--- config.mk ---
export PLATFORM = sky130hd
export DESIGN_NAME = mem_port_arbiter
export DESIGN_NICKNAME = d
export VERILOG_FILES = /design/src/rtl/mem_port_arbiter.sv
export SDC_FILE = /design/constraint.sdc
export NUM_CORES = 1
export LEC_CHECK = 0
export ABC_AREA = 0
export CAP_MARGIN = 10
export CORE_MARGIN = 4
export CORE_UTILIZATION = 43
export CTS_BUF_LIST = sky130_fd_sc_hd__clkbuf_8
export DETAILED_ROUTE_END_ITERATION = 10
export HOLD_SLACK_MARGIN = 0.03
export PLACE_DENSITY = 0.95
export SYNTH_ARGS = -nofsm -noshare
export SYNTH_HDL_FRONTEND = slang
export SYNTH_SLANG_ARGS = --single-unit
--- constraint.sdc ---
create_clock -name clk -period 2.8 [get_ports clk]
set_input_delay 0.42 -clock clk [delete_from_list [all_inputs] [get_ports clk]]
set_output_delay 0.42 -clock clk [all_outputs]
set_load 0.005 [all_outputs]
--- src/rtl/mem_port_arbiter.sv ---
// Fetch/load-store arbiter for the unified single-port memory: one registered access per grant,
// response one cycle later. Optional MISALIGN_TRAP_EN turns misaligned data accesses into error responses.
module mem_port_arbiter #(
  parameter int STARVE_LIMIT = 4
) (
  input  logic        clk,
  input  logic        rst,
  input  logic        if_req,
  input  logic [31:0] if_addr,
  output logic        if_ready,
  output logic        if_valid,
  output logic [31:0] if_rdata,
  input  logic        d_req,
  input  logic        d_we,
  input  logic [1:0]  d_size,
  input  logic        d_unsigned,
  input  logic [31:0] d_addr,
  input  logic [31:0] d_wdata,
  output logic        d_ready,
  output logic        d_valid,
  output logic [31:0] d_rdata,
  output logic        d_err,
  output logic        mem_flag,
  output logic        mem_read,
  output logic        mem_write,
  output logic [31:0] mem_addr,
  output logic [31:0] mem_wdata,
  output logic        mem_loadbyte,
  output logic        mem_loadhalf,
  output logic        mem_signedmem,
  input  logic [31:0] mem_rdata,
  output logic        dbg_state
);

  localparam int SCW = $clog2(STARVE_LIMIT + 1);
  localparam logic [SCW-1:0] LIMIT_C = SCW'(STARVE_LIMIT);

  typedef enum logic {IDLE = 1'b0, ACCESS = 1'b1} state_e;

  state_e          state_q, state_d;
  logic [SCW-1:0]  starve_cnt_q, starve_cnt_d;
  logic            acc_fetch_q, acc_fetch_d;
  logic            acc_store_q, acc_store_d;
  logic            acc_err_q, acc_err_d;

  logic            mem_flag_q, mem_flag_d;
  logic            mem_read_q, mem_read_d;
  logic            mem_write_q, mem_write_d;
  logic [31:0]     mem_addr_q, mem_addr_d;
  logic [31:0]     mem_wdata_q, mem_wdata_d;
  logic            mem_loadbyte_q, mem_loadbyte_d;
  logic            mem_loadhalf_q, mem_loadhalf_d;
  logic            mem_signedmem_q, mem_signedmem_d;

  logic            if_valid_q, if_valid_d;
  logic [31:0]     if_rdata_q, if_rdata_d;
  logic            d_valid_q, d_valid_d;
  logic [31:0]     d_rdata_q, d_rdata_d;
  logic            d_err_q, d_err_d;

  logic            fetch_win;
  logic            data_win;
  logic            misalign;

  // Handshake: a request is held until its *_ready pulses in an IDLE cycle; the matching
  // *_valid pulses exactly two cycles after that acceptance (unless reset intervenes).
  assign fetch_win = if_req && (!d_req || (starve_cnt_q == LIMIT_C));
  assign data_win  = d_req && !fetch_win;

`ifdef MISALIGN_TRAP_EN
  assign misalign = ((d_size == 2'b01) && d_addr[0]) || (d_size[1] && (d_addr[1:0] != 2'b00));
`else
  assign misalign = 1'b0;
`endif

  always_comb begin
    state_d         = state_q;
    starve_cnt_d    = starve_cnt_q;
    acc_fetch_d     = acc_fetch_q;
    acc_store_d     = acc_store_q;
    acc_err_d       = acc_err_q;
    mem_flag_d      = mem_flag_q;
    mem_read_d      = mem_read_q;
    mem_write_d     = mem_write_q;
    mem_addr_d      = mem_addr_q;
    mem_wdata_d     = mem_wdata_q;
    mem_loadbyte_d  = mem_loadbyte_q;
    mem_loadhalf_d  = mem_loadhalf_q;
    mem_signedmem_d = mem_signedmem_q;
    if_valid_d      = 1'b0;
    if_rdata_d      = if_rdata_q;
    d_valid_d       = 1'b0;
    d_rdata_d       = d_rdata_q;
    d_err_d         = 1'b0;
    if_ready        = 1'b0;
    d_ready         = 1'b0;

    case (state_q)
      IDLE: begin
        if (fetch_win) begin
          if_ready        = !rst;
          acc_fetch_d     = 1'b1;
          acc_store_d     = 1'b0;
          acc_err_d       = 1'b0;
          mem_flag_d      = 1'b1;
          mem_read_d      = 1'b0;
          mem_write_d     = 1'b0;
          mem_addr_d      = if_addr;
          mem_wdata_d     = 32'h0;
          mem_loadbyte_d  = 1'b0;
          mem_loadhalf_d  = 1'b0;
          mem_signedmem_d = 1'b0;
          starve_cnt_d    = '0;
          state_d         = ACCESS;
        end else if (data_win) begin
          d_ready     = !rst;
          acc_fetch_d = 1'b0;
          acc_store_d = d_we;
          acc_err_d   = misalign;
          // A trapped access never touches the memory; the mem_* registers stay cleared.
          if (!misalign) begin
            mem_flag_d      = 1'b0;
            mem_read_d      = !d_we;
            mem_write_d     = d_we;
            mem_addr_d      = d_addr;
            mem_wdata_d     = d_we ? d_wdata : 32'h0;
            mem_loadbyte_d  = (d_size == 2'b00);
            mem_loadhalf_d  = (d_size == 2'b01);
            mem_signedmem_d = !d_we && d_unsigned;
          end
          if (!if_req) begin
            starve_cnt_d = '0;
          end else if (starve_cnt_q != LIMIT_C) begin
            starve_cnt_d = starve_cnt_q + 1'b1;
          end
          state_d = ACCESS;
        end
      end
      ACCESS: begin
        mem_flag_d      = 1'b0;
        mem_read_d      = 1'b0;
        mem_write_d     = 1'b0;
        mem_addr_d      = 32'h0;
        mem_wdata_d     = 32'h0;
        mem_loadbyte_d  = 1'b0;
        mem_loadhalf_d  = 1'b0;
        mem_signedmem_d = 1'b0;
        if (acc_fetch_q) begin
          if_rdata_d = mem_rdata;
          if_valid_d = 1'b1;
        end else begin
          d_rdata_d = (acc_store_q || acc_err_q) ? 32'h0 : mem_rdata;
          d_valid_d = 1'b1;
          d_err_d   = acc_err_q;
        end
        state_d = IDLE;
      end
      default: state_d = IDLE;
    endcase
  end

  always_ff @(posedge clk) begin
    if (rst) begin
      state_q         <= IDLE;
      starve_cnt_q    <= '0;
      acc_fetch_q     <= 1'b0;
      acc_store_q     <= 1'b0;
      acc_err_q       <= 1'b0;
      mem_flag_q      <= 1'b0;
      mem_read_q      <= 1'b0;
      mem_write_q     <= 1'b0;
      mem_addr_q      <= 32'h0;
      mem_wdata_q     <= 32'h0;
      mem_loadbyte_q  <= 1'b0;
      mem_loadhalf_q  <= 1'b0;
      mem_signedmem_q <= 1'b0;
      if_valid_q      <= 1'b0;
      if_rdata_q      <= 32'h0;
      d_valid_q       <= 1'b0;
      d_rdata_q       <= 32'h0;
      d_err_q         <= 1'b0;
    end else begin
      state_q         <= state_d;
      starve_cnt_q    <= starve_cnt_d;
      acc_fetch_q     <= acc_fetch_d;
      acc_store_q     <= acc_store_d;
      acc_err_q       <= acc_err_d;
      mem_flag_q      <= mem_flag_d;
      mem_read_q      <= mem_read_d;
      mem_write_q     <= mem_write_d;
      mem_addr_q      <= mem_addr_d;
      mem_wdata_q     <= mem_wdata_d;
      mem_loadbyte_q  <= mem_loadbyte_d;
      mem_loadhalf_q  <= mem_loadhalf_d;
      mem_signedmem_q <= mem_signedmem_d;
      if_valid_q      <= if_valid_d;
      if_rdata_q      <= if_rdata_d;
      d_valid_q       <= d_valid_d;
      d_rdata_q       <= d_rdata_d;
      d_err_q         <= d_err_d;
    end
  end

  assign mem_flag      = mem_flag_q;
  assign mem_read      = mem_read_q;
  assign mem_write     = mem_write_q;
  assign mem_addr      = mem_addr_q;
  assign mem_wdata     = mem_wdata_q;
  assign mem_loadbyte  = mem_loadbyte_q;
  assign mem_loadhalf  = mem_loadhalf_q;
  assign mem_signedmem = mem_signedmem_q;
  assign if_valid      = if_valid_q;
  assign if_rdata      = if_rdata_q;
  assign d_valid       = d_valid_q;
  assign d_rdata       = d_rdata_q;
  assign d_err         = d_err_q;
  assign dbg_state     = (state_q == ACCESS);

endmodule

# Word-level counts from Yosys, hierarchy flattened
# Cells that the tools add are included.
[word_totals]
regBits = 144
input_bits = 136
output_inout_bits = 140
wordCells = 84
[op_classes]
addsub = 1
eq_ne = 5
n_mux = 41
bitwise = 2
reduce_logical = 17
[op_table]
columns = ["op", "count"]
rows = [
  ["$mux 32", 6],
  ["$pmux 32 s2", 2],
  ["$mux 1", 22],
  ["$pmux 1 s2", 7],
  ["$mux 3", 4],
  ["$ne 3x3->1 const B", 2],
  ["$reduce_and 2->1", 3],
  ["$logic_not 1->1", 4],
  ["$add 3x1->3 const B", 1],
  ["$eq 3x3->1 const B", 1],
  ["$logic_and 1x1->1", 3],
  ["$ne 3x1->1 const B", 1],
  ["$reduce_and 3->1", 1],
  ["$reduce_or 3->1", 1],
  ["$eq 2x1->1 const B", 1],
  ["$logic_not 2->1", 1],
  ["$logic_or 1x1->1", 2],
  ["$not 1->1", 2],
  ["$reduce_bool 2->1", 1],
  ["$reduce_or 2->1", 1],
]

# Depth between registers and ports, before layout
[logic_depth]
word_depth = 8
depth_mapped = 7
ltp_nobuf = 5

# Worst setup path after synthesis
# Ideal clock, no wire load.
[synth_timing]
kind = "reg-to-output"
from = "reg starve_cnt_q[0]"
to = "out if_ready"
t_arrival_ns = 1.384
setup_slack_ns = 0.996
stages_incl_launch_ff = 6
n_path_buf = 1
cell_sequence = "dfxtp_1 -> inv_1 -> ha_1 -> nand2_2 -> a2111oi_4 -> buf_6"
[synth_via]
elab_chain_cells = 5
[synth_rtl]
columns = ["element", "line_no", "rtl"]
rows = [
  ["start: declaration", "41", "logic [SCW-1:0] starve_cnt_q, starve_cnt_d;"],
  ["start signal: assignment", "184", "starve_cnt_q <= starve_cnt_d;"],
  ["$eq 3x3->1", "67", "assign fetch_win = if_req && (!d_req || (starve_cnt_q == LIMIT_C));"],
  ["$logic_or 1x1->1", "67", ""],
  ["$logic_and 1x1->1", "67", ""],
  ["$mux 1", "100", "if (fetch_win) begin"],
  ["$mux 1", "98", "case (state_q)"],
  ["end: declaration", "10", "output logic if_ready,"],
]
# Every way passes these cells.

# Final worst setup path
# Ends and elaborated chain as after synthesis.

==> flow_summary_export.csv <==
group,metric,value,unit
global_route,grt_usage,0.245,
power_and_ir_drop,p_per_area,530,nW/um^2
cts,clk_pin_slew,70,ps
drt,wire_per_inst,18.7,um
global_route,overflow,0,
critical_path,endpoint_kind,"output port",
cts,clk_path_buf_depth,2,
layout,n_fill_cell,771,
sta,slew_viol_final,0,
sta,holdWs,317,ps
critical_path,critPathMaxFanout,4,
power_and_ir_drop,p_sw,1.04,mW
die,initial_core_util,0.446,
die,die-area,13200,um^2
sta,min_period,2570,ps
power_and_ir_drop,p_int,3.24,mW
sta,setup_viol,0,
die,die_x,115,um
drt,ant_nets,0,
critical_path,crit_path_start_kind,"flop",
critical_path,critPathKind,"flop to output port",
logic_synthesis,yosysTopAreaCell,"dfxtp_1",
cts,post-cts-setup-buffers,0,
logic_synthesis,synthDominantCellAreaShare,0.578,
logic_synthesis,synthDistinctLibCells,35,
critical_path,critPathArrivalTime,2150,ps
global_route,grt_pass1_vias,4971,
run,cap_violations,0,
layout,finalNetCount,862,
logic_synthesis,synth_edf_count,0,
logic_synthesis,synth_seq_cells,142,
cts,cts_made_buffers,17,
power_and_ir_drop,clkPwrFrac,0.358,
logic_synthesis,netlist_top_cells_area,"dfxtp_1 58%, a22o_1 12%, nand2_1 5.3%, a221o_1 4.3%, a21oi_1 3.9%",
layout,diodes,0,
layout,area_delta_synth_final,64.7,%
power_and_ir_drop,sw_frac_of_total,0.243,
worst_hold_path,hp-class,"primary input to flop",
placed_design,place_ws,408,ps
power_and_ir_drop,p_comb_frac,0.139,
logic_synthesis,synth_area,4910,um^2
drt,drt_iter0_markers,280,
power_and_ir_drop,ir_drop,386,uV
logic_synthesis,synth_fp_nets,596,
cts,cts_hold_buf,0,
placed_design,dp_hpwl,12100,um
layout,layout_commonest_cell,"clkdlybuf4s50_1",
logic_synthesis,synthArstFlopShare,0,
global_route,antenna_found_initial,0,
sta,tns,0,ps
cts,cts_root_buffer,"clkbuf_8",
critical_path,required,2380,ps
drt,drc,0,
power_and_ir_drop,p_leak,3.03,nW
sta,rsz0062_at_grt,"false",
logic_synthesis,synth_warnings,0,
global_route,grt_max_degree,43,
sta,hold_violations,0,
cts,cts_sinks,142,
run_status,outcome,"finished, final reports clean",
sta,setup_slack,233,ps
logic_synthesis,postSynthAreaPerCell,10.7,um^2
global_route,grt_pass1_wl,25500,um
cts,cts_htree_levels,4,
die,rows,38,
sta,max_freq,0.390,GHz
die,coreArea,11000,um^2
sta,clock-skew-final,11.8,ps
cts,clk_latency,440,ps
power_and_ir_drop,p_total,4.29,mW
logic_synthesis,netlist_instances,458,
logic_synthesis,dominantRegCellSynth,"dfxtp_1",
drt,vias_per_cell,5.29,
sta,period_share,0.917,
die,die_height,115,um
layout,mostFrequentLayoutCells,"273 x clkdlybuf4s50_1, 142 x dfxtp_1, 69 x nand2_1",
cts,cts_tree,"built",
drt,vias,4637,
placed_design,port_buffers,274,
layout,layout-drive-gt1-share,0.0868,
logic_synthesis,yosysSeqAreaShare,0.578,
drt,wl,16400,um
placed_design,place.gp.congestion,0.840,
die,io_pins,276,
cts,ctsResizeCount,0,
power_and_ir_drop,p_seq_frac,0.503,
drt,drtPass1Iterations,4,
## power by group through the flow
stage / sequential [mW] / clock, mW / combinational, mW
final: 2.16 / 1.53 / 0.594
after global routing: 2.17 / 1.67 / 0.632
after CTS: 2.16 / 1.58 / 0.597
after detailed placement: 2.20 / 0 / 0.592
after global placement: 2.20 / 0 / 0.574
after floorplan: 2.20 / 0 / 0.170
## flip-flops by register name (all words and copies together) (netlist names)
register,count
acc_fetch_q,1
mem_wdata,32
acc_store_q,1
dbg_state,1
starve_cnt_q,3
mem_flag,1
if_rdata,32
mem_write,1
d_valid,1
mem_read,1
d_rdata,32
if_valid,1
mem_loadbyte,1
mem_signedmem,1
mem_addr,32
mem_loadhalf,1
## critical path, cell delays in order (launching register included)
cell	delay, ps
dfxtp_1	330
inv_1	80
ha_1	230
nand2_2	110
a2111oi_4	370
clkdlybuf4s50_1	590
## synth_stat cells (2+ instances only)
cell type  instances
a221o_2           11
buf_6              4
buf_4              4
nor3_1             2
a22o_1            67
o21bai_1           2
nand3_1            2
dfxtp_1          142
nor3b_1            3
and2_0             4
a221o_1           21
nor2b_1            2
clkbuf_1          14
a21oi_1           38
ha_1               2
nand2_1           69
and2_1            29
inv_1              7
buf_2             17
nand4_1            2
nor2_1             2
## stage by stage
| step | util | std cells | cell area, um^2 |
|---|---|---|---|
| after floorplan | - | 458 | 4910 |
| after global placement | 0.699 | 845 | 7710 |
| after detailed placement | 0.699 | 845 | 7710 |
| after CTS | 0.734 | 877 | 8090 |
| after global routing | 0.734 | 877 | 8090 |
| final | 0.734 | 877 | 8090 |
## layout make-up
cell class | instances | area [um^2] | share of cell area
Clock buffer | 19 | 262 | 0.0323
Clock inverter | 13 | 119 | 0.0147
Inverter | 7 | 26.3 | 0.00325
Multi-Input combinational cell | 269 | 1830 | 0.227
Sequential cell | 142 | 2840 | 0.351
Tap cell | 140 | 175 | 0.0216
Timing Repair Buffer | 287 | 2840 | 0.350
## logic make-up after synthesis
logic type,after synthesis,share of synthesized area
and+or+nand+nor,122,0.124
AOI/OAI and AO/OA,144,0.242
buffers and inverters,47,0.0496
DFF,142,0.578
adders and majority gates,2,0.00509
other,1,0.000763
## metal layers
metal,vias up,global-route usage,part of all wire,wire [um]
met4,0,0.113,0.035,567
met1,2225,0.261,0.37,6080
met5,-,0,0,0
li1,2181,-,-,-
met3,39,0.0837,0.076,1240
met2,192,0.434,0.52,8490
## path summary, 6_finish.rpt
kind                            slack, ps         endpoint             from  depth (start not counted)
worst max register to register        980     mem_addr[21]  starve_cnt_q[0]                          6
worst max-delay path                  230         if_ready  starve_cnt_q[0]                          5
worst min-delay path                  320  starve_cnt_q[1]              rst                          2
worst min register to register        460     if_rdata[30]     if_rdata[30]                          2
No activity file was read; power rests on OpenSTA's default activity.
